File: src/rtl/mem_port_arbiter.sv
// Shares one single-ported, full-word-write memory between fetch and load/store
// requesters with round-robin arbitration; partial-mask stores become read-modify-write.
//
// state      | meaning
// IDLE       | arbitrate; ready asserted for the granted requester
// I_CMD      | fetch read command presented to memory
// I_WAIT     | waiting for fetch read data
// D_CMD      | load read, full store, or RMW merged write presented to memory
// D_WAIT     | waiting for load data / write ack
// RMW_RD     | RMW read of the target word presented to memory
// RMW_RWAIT  | waiting for RMW read data, then merge
// D_NULL     | all-zero-mask store completes without memory access
module mem_port_arbiter #(
  parameter int WORD_LEN = 32
) (
  input  logic                clk,
  input  logic                rst,
  input  logic                i_req_valid,
  output logic                i_req_ready,
  input  logic [WORD_LEN-1:0] i_addr,
  output logic                i_resp_valid,
  output logic [WORD_LEN-1:0] i_rdata,
  input  logic                d_req_valid,
  output logic                d_req_ready,
  input  logic [WORD_LEN-1:0] d_addr,
  input  logic                d_wen,
  input  logic [WORD_LEN-1:0] d_wmask,
  input  logic [WORD_LEN-1:0] d_wdata,
  output logic                d_resp_valid,
  output logic [WORD_LEN-1:0] d_rdata,
  output logic                mem_cmd_valid,
  input  logic                mem_cmd_ready,
  output logic [WORD_LEN-1:0] mem_addr,
  output logic                mem_wen,
  output logic [WORD_LEN-1:0] mem_wdata,
  input  logic                mem_resp_valid,
  input  logic [WORD_LEN-1:0] mem_rdata
);

  typedef enum logic [2:0] {
    IDLE,
    I_CMD,
    I_WAIT,
    D_CMD,
    D_WAIT,
    RMW_RD,
    RMW_RWAIT,
    D_NULL
  } state_e;

  localparam logic GRANT_FETCH = 1'b0;
  localparam logic GRANT_DATA  = 1'b1;

  state_e              state_q, state_d;
  logic                last_grant_q, last_grant_d;
  logic [WORD_LEN-1:0] addr_q, addr_d;
  logic                wen_q, wen_d;
  logic [WORD_LEN-1:0] wdata_q, wdata_d;
  logic [WORD_LEN-1:0] mask_q, mask_d;
  logic [WORD_LEN-1:0] store_q, store_d;
  logic                is_load_q, is_load_d;
  logic [WORD_LEN-1:0] i_rdata_q, i_rdata_d;
  logic [WORD_LEN-1:0] d_rdata_q, d_rdata_d;
  logic                i_resp_q, i_resp_d;
  logic                d_resp_q, d_resp_d;

  logic grant_i;
  logic grant_d;
  logic mask_full;
  logic mask_none;
  logic cmd_fire;

  // Fetch wins a tie only when data was granted last.
  assign grant_i   = i_req_valid && (!d_req_valid || (last_grant_q == GRANT_DATA));
  assign grant_d   = d_req_valid && !grant_i;
  assign mask_full = &d_wmask;
  assign mask_none = ~|d_wmask;

  assign i_req_ready   = (state_q == IDLE) && grant_i;
  assign d_req_ready   = (state_q == IDLE) && grant_d;
  assign mem_cmd_valid = (state_q == I_CMD) || (state_q == D_CMD) || (state_q == RMW_RD);
  assign cmd_fire      = mem_cmd_valid && mem_cmd_ready;

  assign mem_addr     = addr_q;
  assign mem_wen      = wen_q;
  assign mem_wdata    = wdata_q;
  assign i_resp_valid = i_resp_q;
  assign i_rdata      = i_rdata_q;
  assign d_resp_valid = d_resp_q;
  assign d_rdata      = d_rdata_q;

  always_comb begin
    state_d      = state_q;
    last_grant_d = last_grant_q;
    addr_d       = addr_q;
    wen_d        = wen_q;
    wdata_d      = wdata_q;
    mask_d       = mask_q;
    store_d      = store_q;
    is_load_d    = is_load_q;
    i_rdata_d    = i_rdata_q;
    d_rdata_d    = d_rdata_q;
    i_resp_d     = 1'b0;
    d_resp_d     = 1'b0;

    case (state_q)
      IDLE: begin
        if (grant_i) begin
          last_grant_d = GRANT_FETCH;
          addr_d       = i_addr;
          wen_d        = 1'b0;
          state_d      = I_CMD;
        end else if (grant_d) begin
          last_grant_d = GRANT_DATA;
          addr_d       = d_addr;
          mask_d       = d_wmask;
          store_d      = d_wdata;
          is_load_d    = !d_wen;
          if (!d_wen) begin
            wen_d   = 1'b0;
            state_d = D_CMD;
          end else if (mask_full) begin
            wen_d   = 1'b1;
            wdata_d = d_wdata;
            state_d = D_CMD;
          end else if (mask_none) begin
            state_d = D_NULL;
          end else begin
            wen_d   = 1'b0;
            state_d = RMW_RD;
          end
        end
      end
      I_CMD: begin
        if (cmd_fire) state_d = I_WAIT;
      end
      I_WAIT: begin
        if (mem_resp_valid) begin
          i_rdata_d = mem_rdata;
          i_resp_d  = 1'b1;
          state_d   = IDLE;
        end
      end
      D_CMD: begin
        if (cmd_fire) state_d = D_WAIT;
      end
      D_WAIT: begin
        if (mem_resp_valid) begin
          if (is_load_q) d_rdata_d = mem_rdata;
          d_resp_d = 1'b1;
          state_d  = IDLE;
        end
      end
      RMW_RD: begin
        if (cmd_fire) state_d = RMW_RWAIT;
      end
      RMW_RWAIT: begin
        // Fetch stays locked out until the merged write completes in D_WAIT.
        if (mem_resp_valid) begin
          wdata_d = (mem_rdata & ~mask_q) | (store_q & mask_q);
          wen_d   = 1'b1;
          state_d = D_CMD;
        end
      end
      D_NULL: begin
        d_resp_d = 1'b1;
        state_d  = IDLE;
      end
      default: state_d = IDLE;
    endcase
  end

  always_ff @(posedge clk) begin
    if (rst) begin
      state_q      <= IDLE;
      last_grant_q <= GRANT_DATA;
      addr_q       <= '0;
      wen_q        <= 1'b0;
      wdata_q      <= '0;
      mask_q       <= '0;
      store_q      <= '0;
      is_load_q    <= 1'b0;
      i_rdata_q    <= '0;
      d_rdata_q    <= '0;
      i_resp_q     <= 1'b0;
      d_resp_q     <= 1'b0;
    end else begin
      state_q      <= state_d;
      last_grant_q <= last_grant_d;
      addr_q       <= addr_d;
      wen_q        <= wen_d;
      wdata_q      <= wdata_d;
      mask_q       <= mask_d;
      store_q      <= store_d;
      is_load_q    <= is_load_d;
      i_rdata_q    <= i_rdata_d;
      d_rdata_q    <= d_rdata_d;
      i_resp_q     <= i_resp_d;
      d_resp_q     <= d_resp_d;
    end
  end

endmodule
File: config.mk
export PLATFORM = sky130hd
export DESIGN_NAME = mem_port_arbiter
export DESIGN_NICKNAME = d
export VERILOG_FILES = /design/src/rtl/mem_port_arbiter.sv
export SDC_FILE = /design/constraint.sdc
export NUM_CORES = 1
export LEC_CHECK = 0
export CORE_MARGIN = 3
export CORE_UTILIZATION = 45
export CTS_CLUSTER_SIZE = 25
export DETAILED_ROUTE_END_ITERATION = 6
export GPL_TIMING_DRIVEN = 0
export PLACE_DENSITY = 0.8
export SLEW_MARGIN = 10
export SYNTH_ARGS = -nofsm -noshare
export SYNTH_HDL_FRONTEND = slang
export SYNTH_SLANG_ARGS = --single-unit
File: constraint.sdc
create_clock -name clk -period 1.8 [get_ports clk]
set_input_delay 0.27 -clock clk [delete_from_list [all_inputs] [get_ports clk]]
set_output_delay 0.27 -clock clk [all_outputs]
set_load 0.01 [all_outputs]
==> metrics, run 1 <==
result of the run=finished with violations; violated checks=negative setup slack; top library cells by usage in the layout, fill and taps aside=clkdlybuf4s50_1 (263), nand2_1 (260), dfxtp_1 (197); number of nets in the finished design=1501; worst setup path class=reg2out; detailed-placement wirelength estimate=21140 um; power density relative to cell area=1098 nW/um^2; DRC violations left=0; number of cells produced by synthesis=994; switching pwr=4.543 mW; placement-stage cell area=11710 sq um; relative contribution of sequential cells to total power=39.4%; Relative slew margins=55.35%; net count after synthesis=1161; sequential cell area=4008 sq um; placement-stage worst setup slack=-0.9116 ns; maximum number of pins on one net before global-route repair=19; drt total wl=29180 um; clock slew seen by the registers of the worst setup and hold paths=0.07 ns; clock latency on the worst-skew pair=0.44 ns; worst path required time=1.53 ns; Synth-to-Final Area Change=49.70%; buffering stage count on the worst path with inverters included=4; period utilization=104.1%; all-layer global routing usage=27.65%; die outline width=142.9 um; 1st-pass router iterations=5; DRT iter0 DRCs=625; Hold/Removal Path Class=in2reg; final std cell area, no fill=12620 sq um; area share of the leading cell type in the synthesized netlist=47.51%; CTS Buf Count=17; final hold vios=0; Antenna diodes=0; CTS tree=done; FP Rows=49; cells along the critical path=buf_8, nor3_4, nand3_2, inv_2, buf_6, buf_6; hold-fix buffer count after cts=0; most common cell after layout, fill and taps aside=clkdlybuf4s50_1; Avg Inst Size Synth=8.479 sq um; RSZ-0062 raised after global routing=true; vias post-DR=8381; most repeated library cell on the critical path=buf_6; part of the total power dissipated in combinational logic=33.6%; portion of the post-synthesis area used by sequential elements=47.51%; Layout Cells excl Fill=1575; die span in y=142.9 um; max incr delay on CP=0.34 ns; Max clock buf depth=2; Sw Share=32.78%; root buffer selected by CTS=clkbuf_16; Arrival @ worst endpoint=1.60 ns; post-synthesis sequential element count=200; detail-routed via count per cell=5.321; crit path max fanout=8; routed len/inst=18.52 um; area of the multi-input gates=4105 sq um; number of I/O port buffers=299; cell accounting for the most synthesized area=dfxtp_1; count of antenna-violating nets left after detailed routing=0; Core Region=18210 sq um; Die Footprint=20410 sq um; Initial Util=46.29%; global-route wire length before repair=43840 um; total I/O pin count=301; fraction of final layout cells with drive strength greater than 1=10.25%; number of placed instances with taps included=1522; Final GP Congestion=0.8911; FILL cells=1460; P_leak=4.870 nW; slowest CP cell=dfxtp_2; final-report max-slew violation count=0; fin util=69.29%; H-tree depth=4; internal power of the cells=9.315 mW; via count of the first global-routing pass=8107; Top Family by Delay on Critical Path=buffers and inverters; Worst setup EP type=primary output; GR Overflow Total=0; clock sink count=200; part of the total power dissipated in the clock network=27.0%; Peak Freq=533.6 MHz; worst-case clock skew=0.006970 ns; critical path launch point type=flip-flop; post-layout worst setup margin=-0.07417 ns; Setup violations, final=8; antenna violations before repair=0; total of warnings raised by yosys=0; total standard cell area after synthesis=8428 sq um; number of unique standard cell types used by synthesis=41; maxcap violations=0; measured slew at the worst slew-check pin=0.6698 ns; largest cells by area after synthesis=dfxtp_1 (48%), nand2_1 (12%), mux2i_1 (11%), a21oi_1 (7.9%), a211o_1 (3.3%); final critical path time including I/O delays and setup=1.874 ns; highest ir drop seen on vdd=0.8034 mV
-- power by group through the flow --
| stage | Combinational (mW) | Clock (mW) | Sequential (mW) |
|---|---|---|---|
| floorplan | 2.10 | 0 | 5.67 |
| global placement | 4.14 | 0 | 5.51 |
| detailed placement | 4.20 | 0 | 5.54 |
| CTS | 4.36 | 3.79 | 5.45 |
| global route | 5.02 | 3.97 | 5.53 |
| finish | 4.66 | 3.74 | 5.46 |
-- state kept, by name (all words and copies together), names as in the netlist --
register,cells
store_q,32
mem_addr,32
i_rdata,32
d_rdata,32
state_q,3
last_grant_q,1
mem_wdata,32
i_resp_valid,1
d_resp_valid,1
is_load_q,1
mask_q,32
mem_wen,1
-- worst min-delay path: cells and delay by family --
kind | cells | cell delay (ns)
AND/OR/NAND/NOR | 1 | 0.07
AO/OA/AOI/OAI | 1 | 0.06
buffers and inverters | 1 | 0.13
-- cell usage after synthesis --
cell,count
mux2i_1,96
nor3_1,1
buf_1,3
a41oi_1,1
a21oi_1,133
a31oi_1,1
buf_12,3
clkbuf_1,43
and2b_1,1
nor2_1,68
nand4_1,10
nand3_1,3
o311ai_1,1
buf_4,5
inv_1,3
o31ai_2,1
o32ai_1,1
a211o_1,32
and3_1,1
nor4_2,5
nor3_4,1
and2_0,1
nand2b_1,38
dfxtp_1,200
buf_2,23
nor2b_1,4
a2111oi_0,1
inv_2,1
a22o_1,1
and2_1,1
o211ai_1,1
o21bai_1,1
a21o_1,1
buf_6,2
nand2_1,260
or3_1,3
o21ai_0,2
nor4_1,5
o22ai_1,2
a211oi_1,33
o31ai_1,1
-- stage by stage --
step / TNS [ns] / total power [mW] / hold slack [ns]
floorplan: 0 / 7.779 / 0.3656
finish: -0.1112 / 13.86 / 0.1375
CTS: -0.1441 / 13.61 / 0.2201
global placement: -105.41 / 9.650 / 0.4410
detailed placement: -112.70 / 9.733 / 0.4463
global route: -1.097 / 14.52 / 0.1301
-- layout make-up --
cell class	count	share of cell area, %
Inverter	4	0.1190
Buffer	76	3.758
Clock inverter	14	1.111
Timing Repair Buffer	324	25.07
Multi-Input combinational cell	711	32.54
Tap cell	229	2.271
Sequential cell	200	31.76
Clock buffer	17	3.372
-- worst paths after layout --
kind	from	to	slack, ns	depth (start not counted)
worst max-delay path	state_q[2]	d_req_ready	-0.07	6
worst min-delay path	d_wmask[19]	mask_q[19]	0.14	3
worst max register to register	state_q[2]	mem_wdata[18]	0	7
worst min register to register	i_rdata[27]	i_rdata[27]	0.46	2
-- kinds of logic (layout without fill, tap and decap cells) --
kind of cell,after synthesis,after routing,synth area share (%)
flops,200,200,47.51
simple gates,402,402,20.55
compound gates,213,213,15.53
mux,96,96,11.40
buf+inv,83,435,5.018
-- repair_timing --
action / CTS / global route
cloned: 2 / 0
endpoints found under the setup margin: 153 / 163
pin swaps: 14 / 10
resized for setup: 92 / 50
setup buffers: 12 / 13
-- layer usage --
layer,wire length [um],part of all wire [%],GRT usage [%]
met5,0,0,0
met2,14120,48,47.30
met3,2574,8.8,8.038
met1,11620,40,33.21
met4,853,2.9,9.705
No activity file was read; power rests on OpenSTA's default activity.
==> run 2, diff against run 1 <==
--- a/config.mk
+++ b/config.mk
@@ -10,8 +10,9 @@
 export CTS_CLUSTER_SIZE = 25
 export DETAILED_ROUTE_END_ITERATION = 6
 export GPL_TIMING_DRIVEN = 0
+export MAX_ROUTING_LAYER = met4
 export PLACE_DENSITY = 0.8
-export SLEW_MARGIN = 10
+export SLEW_MARGIN = 30
 export SYNTH_ARGS = -nofsm -noshare
 export SYNTH_HDL_FRONTEND = slang
 export SYNTH_SLANG_ARGS = --single-unit
==> run 2 against run 1 <==
  * The run still ends with negative setup slack left
  * Maximum frequency hardly changed
  * Sequential cell count stayed put
  * First-iteration DRC count is 0.16% higher
  * Register-to-register slack worse by 0.02 ns
  * Combinational power hardly changed
  * Worst hold slack better by 0.016 ns
  * Setup slack hardly changed
  * Cell count is 0.19% lower
  * Critical path depth is 2 higher
  * Die area stayed put
  * Clock-buffer cell count is 1 higher
  * Total power hardly changed
  * Highest routed layer unchanged
==> metrics, run 2 (synthesis gave the netlist of run 1 again) <==
final hold vios=0; part of the total power dissipated in combinational logic=33.4%; Hold/Removal Path Class=in2reg; detail-routed via count per cell=5.403; result of the run=finished with violations; final critical path time including I/O delays and setup=1.874 ns; Core Region=18210 sq um; switching pwr=4.635 mW; RSZ-0062 raised after global routing=true; total I/O pin count=301; global-route wire length before repair=43370 um; root buffer selected by CTS=clkbuf_16; CTS Buf Count=17; 1st-pass router iterations=5; Antenna diodes=0; Die Footprint=20410 sq um; slowest CP cell=o31ai_4; clock latency on the worst-skew pair=0.45 ns; Final GP Congestion=0.9061; placement-stage cell area=11710 sq um; part of the total power dissipated in the clock network=27.2%; most common cell after layout, fill and taps aside=clkdlybuf4s50_1; clock sink count=200; highest ir drop seen on vdd=0.8045 mV; max incr delay on CP=0.33 ns; Relative slew margins=52.94%; P_leak=4.876 nW; final std cell area, no fill=12640 sq um; routed len/inst=18.66 um; measured slew at the worst slew-check pin=0.7058 ns; DRC violations left=0; die span in y=142.9 um; CTS tree=done; relative contribution of sequential cells to total power=39.4%; DRT iter0 DRCs=626; Setup violations, final=32; FP Rows=49; violated checks=negative setup slack; Sw Share=33.43%; drt total wl=29330 um; accumulated negative setup slack=-0.9935 ns; number of nets in the finished design=1497; Arrival @ worst endpoint=2.25 ns; worst setup path class=in2reg; antenna violations before repair=0; Peak Freq=533.5 MHz; final-report max-slew violation count=0; most repeated library cell on the critical path=buf_12; critical path launch point type=input port; maximum number of pins on one net before global-route repair=20; H-tree depth=4; internal power of the cells=9.228 mW; Max clock buf depth=2; cells along the critical path=dlygate4sd2_1, nor4_4, nand4_1, o31ai_4, a21o_1, buf_12, buf_12, mux2i_1; power density relative to cell area=1097 nW/um^2; via count of the first global-routing pass=8071; all-layer global routing usage=28.34%; clock slew seen by the registers of the worst setup and hold paths=0.08 ns; maxcap violations=0; post-layout worst setup margin=-0.07433 ns; number of I/O port buffers=299; vias post-DR=8494; fraction of final layout cells with drive strength greater than 1=9.978%; crit path max fanout=7; Initial Util=46.29%; Top Family by Delay on Critical Path=buffers and inverters; top library cells by usage in the layout, fill and taps aside=clkdlybuf4s50_1 (263), nand2_1 (260), dfxtp_1 (197); GR Overflow Total=0; period utilization=104.1%; hold-fix buffer count after cts=0; Design Power=13.86 mW; Synth-to-Final Area Change=49.97%; Worst setup EP type=flip-flop; worst-case clock skew=0.01470 ns; die outline width=142.9 um; detailed-placement wirelength estimate=21140 um; worst path required time=2.17 ns; count of antenna-violating nets left after detailed routing=0; buffering stage count on the worst path with inverters included=3
[run 2: power groups by stage]
| stage | Clock [mW] | Sequential, mW | Combinational, mW |
|---|---|---|---|
| 5_1_grt | 3.98 | 5.53 | 4.98 |
| 3_3_place_gp | 0 | 5.51 | 4.14 |
| 4_1_cts | 3.80 | 5.45 | 4.43 |
| 6_report | 3.77 | 5.46 | 4.63 |
| 3_5_place_dp | 0 | 5.54 | 4.21 |
| 2_1_floorplan | 0 | 5.67 | 2.10 |
[run 2: cell type report]
class,count,area [sq um]
tap,229,286.5
buffer,77,495.5
sequential,200,4008
multi-input combinational,711,4106
clock inverter,14,133.9
timing repair buffer,319,3156
clock buffer,18,439.2
fill,1466,5569
inverter,4,15.01
[run 2: final timing paths]
check | endpoint | cells after the start | start | slack, ns
setup reg to reg | mem_wdata[16] | 8 | state_q[2] | -0.02
hold / removal | mask_q[16] | 3 | d_wmask[16] | 0.15
hold reg to reg | i_rdata[2] | 2 | i_rdata[2] | 0.46
setup / recovery | mem_wdata[8] | 8 | d_wmask[19] | -0.07
[run 2: repair_timing]
item,4_1_cts,5_1_grt
resized for setup,88,42
setup buffers,14,4
endpoints found under the setup margin,174,163
cloned,2,1
pin swaps,15,7
[run 2: metal layers]
layer | GRT usage, % | up-vias | routed length [um] | part of all wire (%)
li1 | - | 4068 | - | -
met1 | 33.98 | 3991 | 11940 | 41
met2 | 47.03 | 377 | 14450 | 49
met3 | 6.966 | 58 | 2282 | 7.8
met4 | 8.954 | 0 | 650 | 2.2
met5 | - | - | 0 | 0
[run 2: stage by stage]
step	cells	worst slack, ns	util, %	hold slack [ns]
6_report	1572	-0.07433	69.42	0.1533
5_1_grt	1572	-0.1248	69.42	0.1516
3_5_place_dp	1522	-0.9170	64.32	0.4459
4_1_cts	1568	-0.05380	68.74	0.2193
3_3_place_gp	1522	-0.9040	64.30	0.4410
2_1_floorplan	994	0.2048	-	0.3656
[run 2: worst register-to-register path, cell delays in order, from the launching register on]
cell and delay, ns:
dfxtp_2 0.33, buf_6 0.13, nor3_4 0.26, and2b_2 0.24
o31ai_4 0.08, a21o_1 0.22, buf_12 0.17, buf_12 0.15
mux2i_2 0.15
==> run 3, diff against run 2 <==
--- a/config.mk
+++ b/config.mk
@@ -9,7 +9,6 @@
 export CORE_UTILIZATION = 45
 export CTS_CLUSTER_SIZE = 25
 export DETAILED_ROUTE_END_ITERATION = 6
-export GPL_TIMING_DRIVEN = 0
 export MAX_ROUTING_LAYER = met4
 export PLACE_DENSITY = 0.8
 export SLEW_MARGIN = 30
==> run 3 against run 2 <==
  * The run now ends clean
  * Sequential share of layout area shrank 0.12 points
  * Cell count down 1.4%
  * Critical path depth stayed put
  * Via count is 4.5% lower
  * Clock power hardly changed
  * First-iteration DRC count is 21% lower
  * Design area grew 0.33%
  * Die area did not move
  * Sequential power about the same
  * Routed wire length shrank 10%
  * Critical path type unchanged
  * Critical endpoint is now mem_wdata[5]
  * Highest routed layer unchanged
==> metrics, run 3 (synthesis gave the netlist of run 1 again) <==
global-route wire length before repair=40650 um; worst path required time=2.16 ns; Design Power=13.59 mW; all-layer global routing usage=25.70%; Die Footprint=20410 sq um; routed len/inst=16.97 um; clock slew seen by the registers of the worst setup and hold paths=0.07 ns; via count of the first global-routing pass=7886; Synth-to-Final Area Change=50.46%; cells along the critical path=dlygate4sd2_1, nor4_2, nand4_1, o31ai_2, a21o_2, buf_12, buf_16, mux2i_1; die span in y=142.9 um; critical path launch point type=input port; final-report max-slew violation count=0; Peak Freq=573.9 MHz; placement-stage worst setup slack=-0.6417 ns; total I/O pin count=301; hold-fix buffer count after cts=0; Antenna diodes=0; reg2reg path depth=7; CTS Buf Count=17; count of antenna-violating nets left after detailed routing=0; number of I/O port buffers=300; GR Overflow Total=0; final hold vios=0; Relative slew margins=68.42%; clock latency on the worst-skew pair=0.44 ns; CTS tree=done; slowest CP cell=o31ai_2; P_leak=4.879 nW; fraction of final layout cells with drive strength greater than 1=10.07%; Top Family by Delay on Critical Path=compound AO/OA/AOI/OAI gates; top library cells by usage in the layout, fill and taps aside=clkdlybuf4s50_1 (264), nand2_1 (260), dfxtp_1 (199); FP Rows=49; period utilization=96.80%; Hold/Removal Path Class=in2reg; H-tree depth=4; DRT iter0 DRCs=496; maximum number of pins on one net before global-route repair=66; detailed-placement wirelength estimate=18980 um; power density relative to cell area=1072 nW/um^2; clock sink count=200; buffering stage count on the worst path with inverters included=3; CP Depth=8; number of nets in the finished design=1475; result of the run=finished, final reports clean; max incr delay on CP=0.31 ns; maxcap violations=0; DRC violations left=0; antenna violations before repair=0; Initial Util=46.29%; die outline width=142.9 um; worst hold-check slack=0.1590 ns; Setup violations, final=0; crit path max fanout=7; 1st-pass router iterations=7; detail-routed via count per cell=5.234; most common cell after layout, fill and taps aside=clkdlybuf4s50_1; worst setup path class=in2reg; Final GP Congestion=0.9004; Max clock buf depth=2; Core Region=18210 sq um; drt total wl=26300 um; measured slew at the worst slew-check pin=0.4737 ns; root buffer selected by CTS=clkbuf_16; vias post-DR=8113; Worst setup EP type=flip-flop; worst-case clock skew=0.01093 ns; final critical path time including I/O delays and setup=1.742 ns; post-layout worst setup margin=0.05761 ns; cell count of the worst hold path=3; highest ir drop seen on vdd=0.7125 mV; Arrival @ worst endpoint=2.10 ns
[run 3: area by class of cell]
type / instances / area (sq um)
timing repair buffer: 374 / 3726
sequential: 200 / 4005
multi-input combinational: 711 / 4070
clock inverter: 14 / 148.9
inverter: 4 / 15.01
fill: 1495 / 5528
clock buffer: 18 / 429.2
tap: 229 / 286.5
[run 3: worst paths after layout]
path	to	slack (ns)	startpoint
worst min-delay path	mask_q[28]	0.16	d_wmask[28]
worst max-delay path	mem_wdata[5]	0.06	d_wmask[5]
worst min register to register	store_q[31]	0.46	store_q[31]
worst max register to register	mem_wdata[5]	0.11	state_q[0]
[run 3: power breakdown]
group / internal, mW / total [mW] / switching, mW / leakage, nW
clock: 1.87 / 3.75 / 1.87 / 0.282
combinational: 2.21 / 4.41 / 2.19 / 2.97
sequential: 5.08 / 5.44 / 0.361 / 1.63
total: 9.16 / 13.6 / 4.43 / 4.88
[run 3: worst min-delay path: cells and delay by family]
family,cells,cell delay (ns)
buffers and inverters,1,0.13
and+or+nand+nor,1,0.08
AOI/OAI and AO/OA,1,0.06
[run 3: per-stage QoR]
stage | cell area [sq um] | util [%] | TNS (ns) | cells
6_report | 12680 | 69.64 | 0 | 1550
5_1_grt | 12680 | 69.64 | -0.001994 | 1550
4_1_cts | 12660 | 69.55 | -0.2071 | 1548
3_5_place_dp | 12030 | 66.08 | -37.32 | 1513
3_3_place_gp | 12030 | 66.08 | -32.28 | 1513
2_1_floorplan | 8428 | - | 0 | 994
[run 3: what timing repair did]
item	in CTS	in global routing
setup buffers	2	2
cloned	1	0
endpoints found under the setup margin	36	30
pin swaps	18	10
resized for setup	44	20
[run 3: routing by layer]
layer	track usage (%)	vias up	part of all wire, %
met3	6.062	30	7.6
li1	-	4018	-
met5	-	-	0
met4	6.903	0	1.8
met2	42.61	288	49
met1	31.52	3777	42
==> edit: new RTL, config.mk and constraints of run 3 <==
Encoding of `state_e`: now one-hot (8 bits for 8 states).
--- a/src/rtl/mem_port_arbiter.sv
+++ b/src/rtl/mem_port_arbiter.sv
@@ -38,13 +38,13 @@
 );
 
-  typedef enum logic [2:0] {
-    IDLE,
-    I_CMD,
-    I_WAIT,
-    D_CMD,
-    D_WAIT,
-    RMW_RD,
-    RMW_RWAIT,
-    D_NULL
+  typedef enum logic [7:0] {
+    IDLE      = 8'b00000001,
+    I_CMD     = 8'b00000010,
+    I_WAIT    = 8'b00000100,
+    D_CMD     = 8'b00001000,
+    D_WAIT    = 8'b00010000,
+    RMW_RD    = 8'b00100000,
+    RMW_RWAIT = 8'b01000000,
+    D_NULL    = 8'b10000000
   } state_e;
 
Function: no difference found for any inputs over 4 cycles, from zero or initial values and one cycle with rst high; so few cycles prove little.
==> edit against run 3 <==
The flow now finishes with violations (negative setup slack); wire length up 47%; core utilization up 16 points; critical path type is now flip-flop to flip-flop; maximum frequency down 27%; cell area up 22%; first-iteration DRC count up 73%; synthesized area down 0.96%; die area down 0.93%; critical path depth up 1; setup slack worse by 0.66 ns; largest power group is now combinational cells; total power up 28%; hold slack better by 0.022 ns; count of clock-buffer cells in the layout up 15; via count up 20%; sequential cell count up 5.
==> edit: results <==
set metrics [dict create \
    status "finished, violations left" \
    violations "negative setup slack" \
    dp_slack_ns -0.978 \
    grt_pass1_wl_mm 51.2 \
    fillers 943 \
    slowest_delay_ns 0.37 \
    synth_top_area_share 0.492 \
    fin_cells 1670 \
    cts_buffers 22 \
    vias 9733 \
    drt_iter0_markers 856 \
    setup_viol 206 \
    dr.pass1.iters 5 \
    relSlewSlack 0.661 \
    grt_usage 0.329 \
    core_area_mm2 0.0181 \
    htree_levels 1 \
    p_leak_nw 6.17 \
    cp_max_fo 6 \
    irDropWorstVdd_uv 1030 \
    synth_cell_types 38 \
    fin_ws_ns -0.601 \
    synth.avg_cell_area_um2 8.27 \
    grt_max_degree 56 \
    dpl_cell_area_mm2 0.0122 \
    syn_nets 1176 \
    clkLatencyLatePin_ns 0.51 \
    crit_arrival_ns 2.79 \
    gp_congestion 0.871 \
    clock_path_buffers 3 \
    dp_hpwl_mm 19.5 \
    wl_per_cell_um 23.2 \
    setup_tns_ns -53.60 \
    critPathSlowestCell "and4b_2" \
]
==> edit: cell count changes after synthesis, sizes merged, moves of 4 or more <==
| cell | run 3 | this run |
|---|---|---|
| nand2 | 260 | 294 |
| nor4 | 10 | 14 |
| clkbuf | 43 | 57 |
| nand4b | 0 | 5 |
| a21oi | 133 | 101 |
| buf | 36 | 13 |
| nor2 | 68 | 112 |
| nand2b | 38 | 0 |
| a211o | 32 | 0 |
| o21ai | 2 | 33 |
| dfxtp | 200 | 205 |
| a311oi | 0 | 33 |
| a211oi | 33 | 1 |
==> edit: layout make-up <==
cell class                      count  share of cell area
Sequential cell                   205               0.268
Multi-Input combinational cell    728               0.334
Inverter                            6             0.00146
Clock inverter                      3             0.00260
Antenna cell                        2            0.000325
Timing Repair Buffer              464               0.333
Tap cell                          229              0.0186
Clock buffer                       33              0.0424
==> edit: kinds of logic after synthesis <==
kind of cell	Yosys count	synth area share
buffers and inverters	76	0.0372
and+or+nand+nor	451	0.223
DFF	205	0.492
AOI/OAI and AO/OA	181	0.133
muxes	96	0.115
==> edit: report_power, final <==
group / internal [mW] / total, mW / switching, mW
registers: 5.17 / 5.67 / 0.496
clock network: 2.63 / 4.50 / 1.88
logic: 3.85 / 7.21 / 3.36
==> edit: worst paths after layout <==
kind,startpoint,endpoint,slack (ns),depth (start not counted)
worst max-delay path,state_q[4],mem_wdata[19],-0.60,9
worst min-delay path,d_wmask[19],mask_q[19],0.18,4
worst max register to register,state_q[4],mem_wdata[19],-0.60,9
worst min register to register,store_q[31],store_q[31],0.46,2
==> edit: what timing repair did <==
item | 4_1_cts | 5_1_grt
cloned | 24 | 7
endpoints found under the hold margin | 0 | 0
endpoints found under the setup margin | 173 | 206
resized for setup | 163 | 261
buffers inserted | 35 | 31
pin swaps | 69 | 133
==> edit: through the flow <==
step	hold WS [ns]	util
floorplan	0.406	-
global placement	0.437	0.677
CTS	0.174	0.795
detailed placement	0.444	0.677
finish	0.181	0.852
global route	0.191	0.852
==> edit: worst max-delay path: cells and delay by family (launching register included) <==
family	cells	cell delay [ns]
simple gates	3	0.79
buf+inv	3	0.54
flops	1	0.35
compound gates	2	0.34
mux	1	0.28
==> edit: metal layers <==
| layer | vias to the layer above | share of wire | track usage |
|---|---|---|---|
| met1 | 4619 | 0.35 | 0.375 |
| met4 | 0 | 0.057 | 0.114 |
| met3 | 165 | 0.10 | 0.0773 |
| met2 | 664 | 0.49 | 0.566 |
| li1 | 4285 | - | - |
| met5 | - | 0 | - |
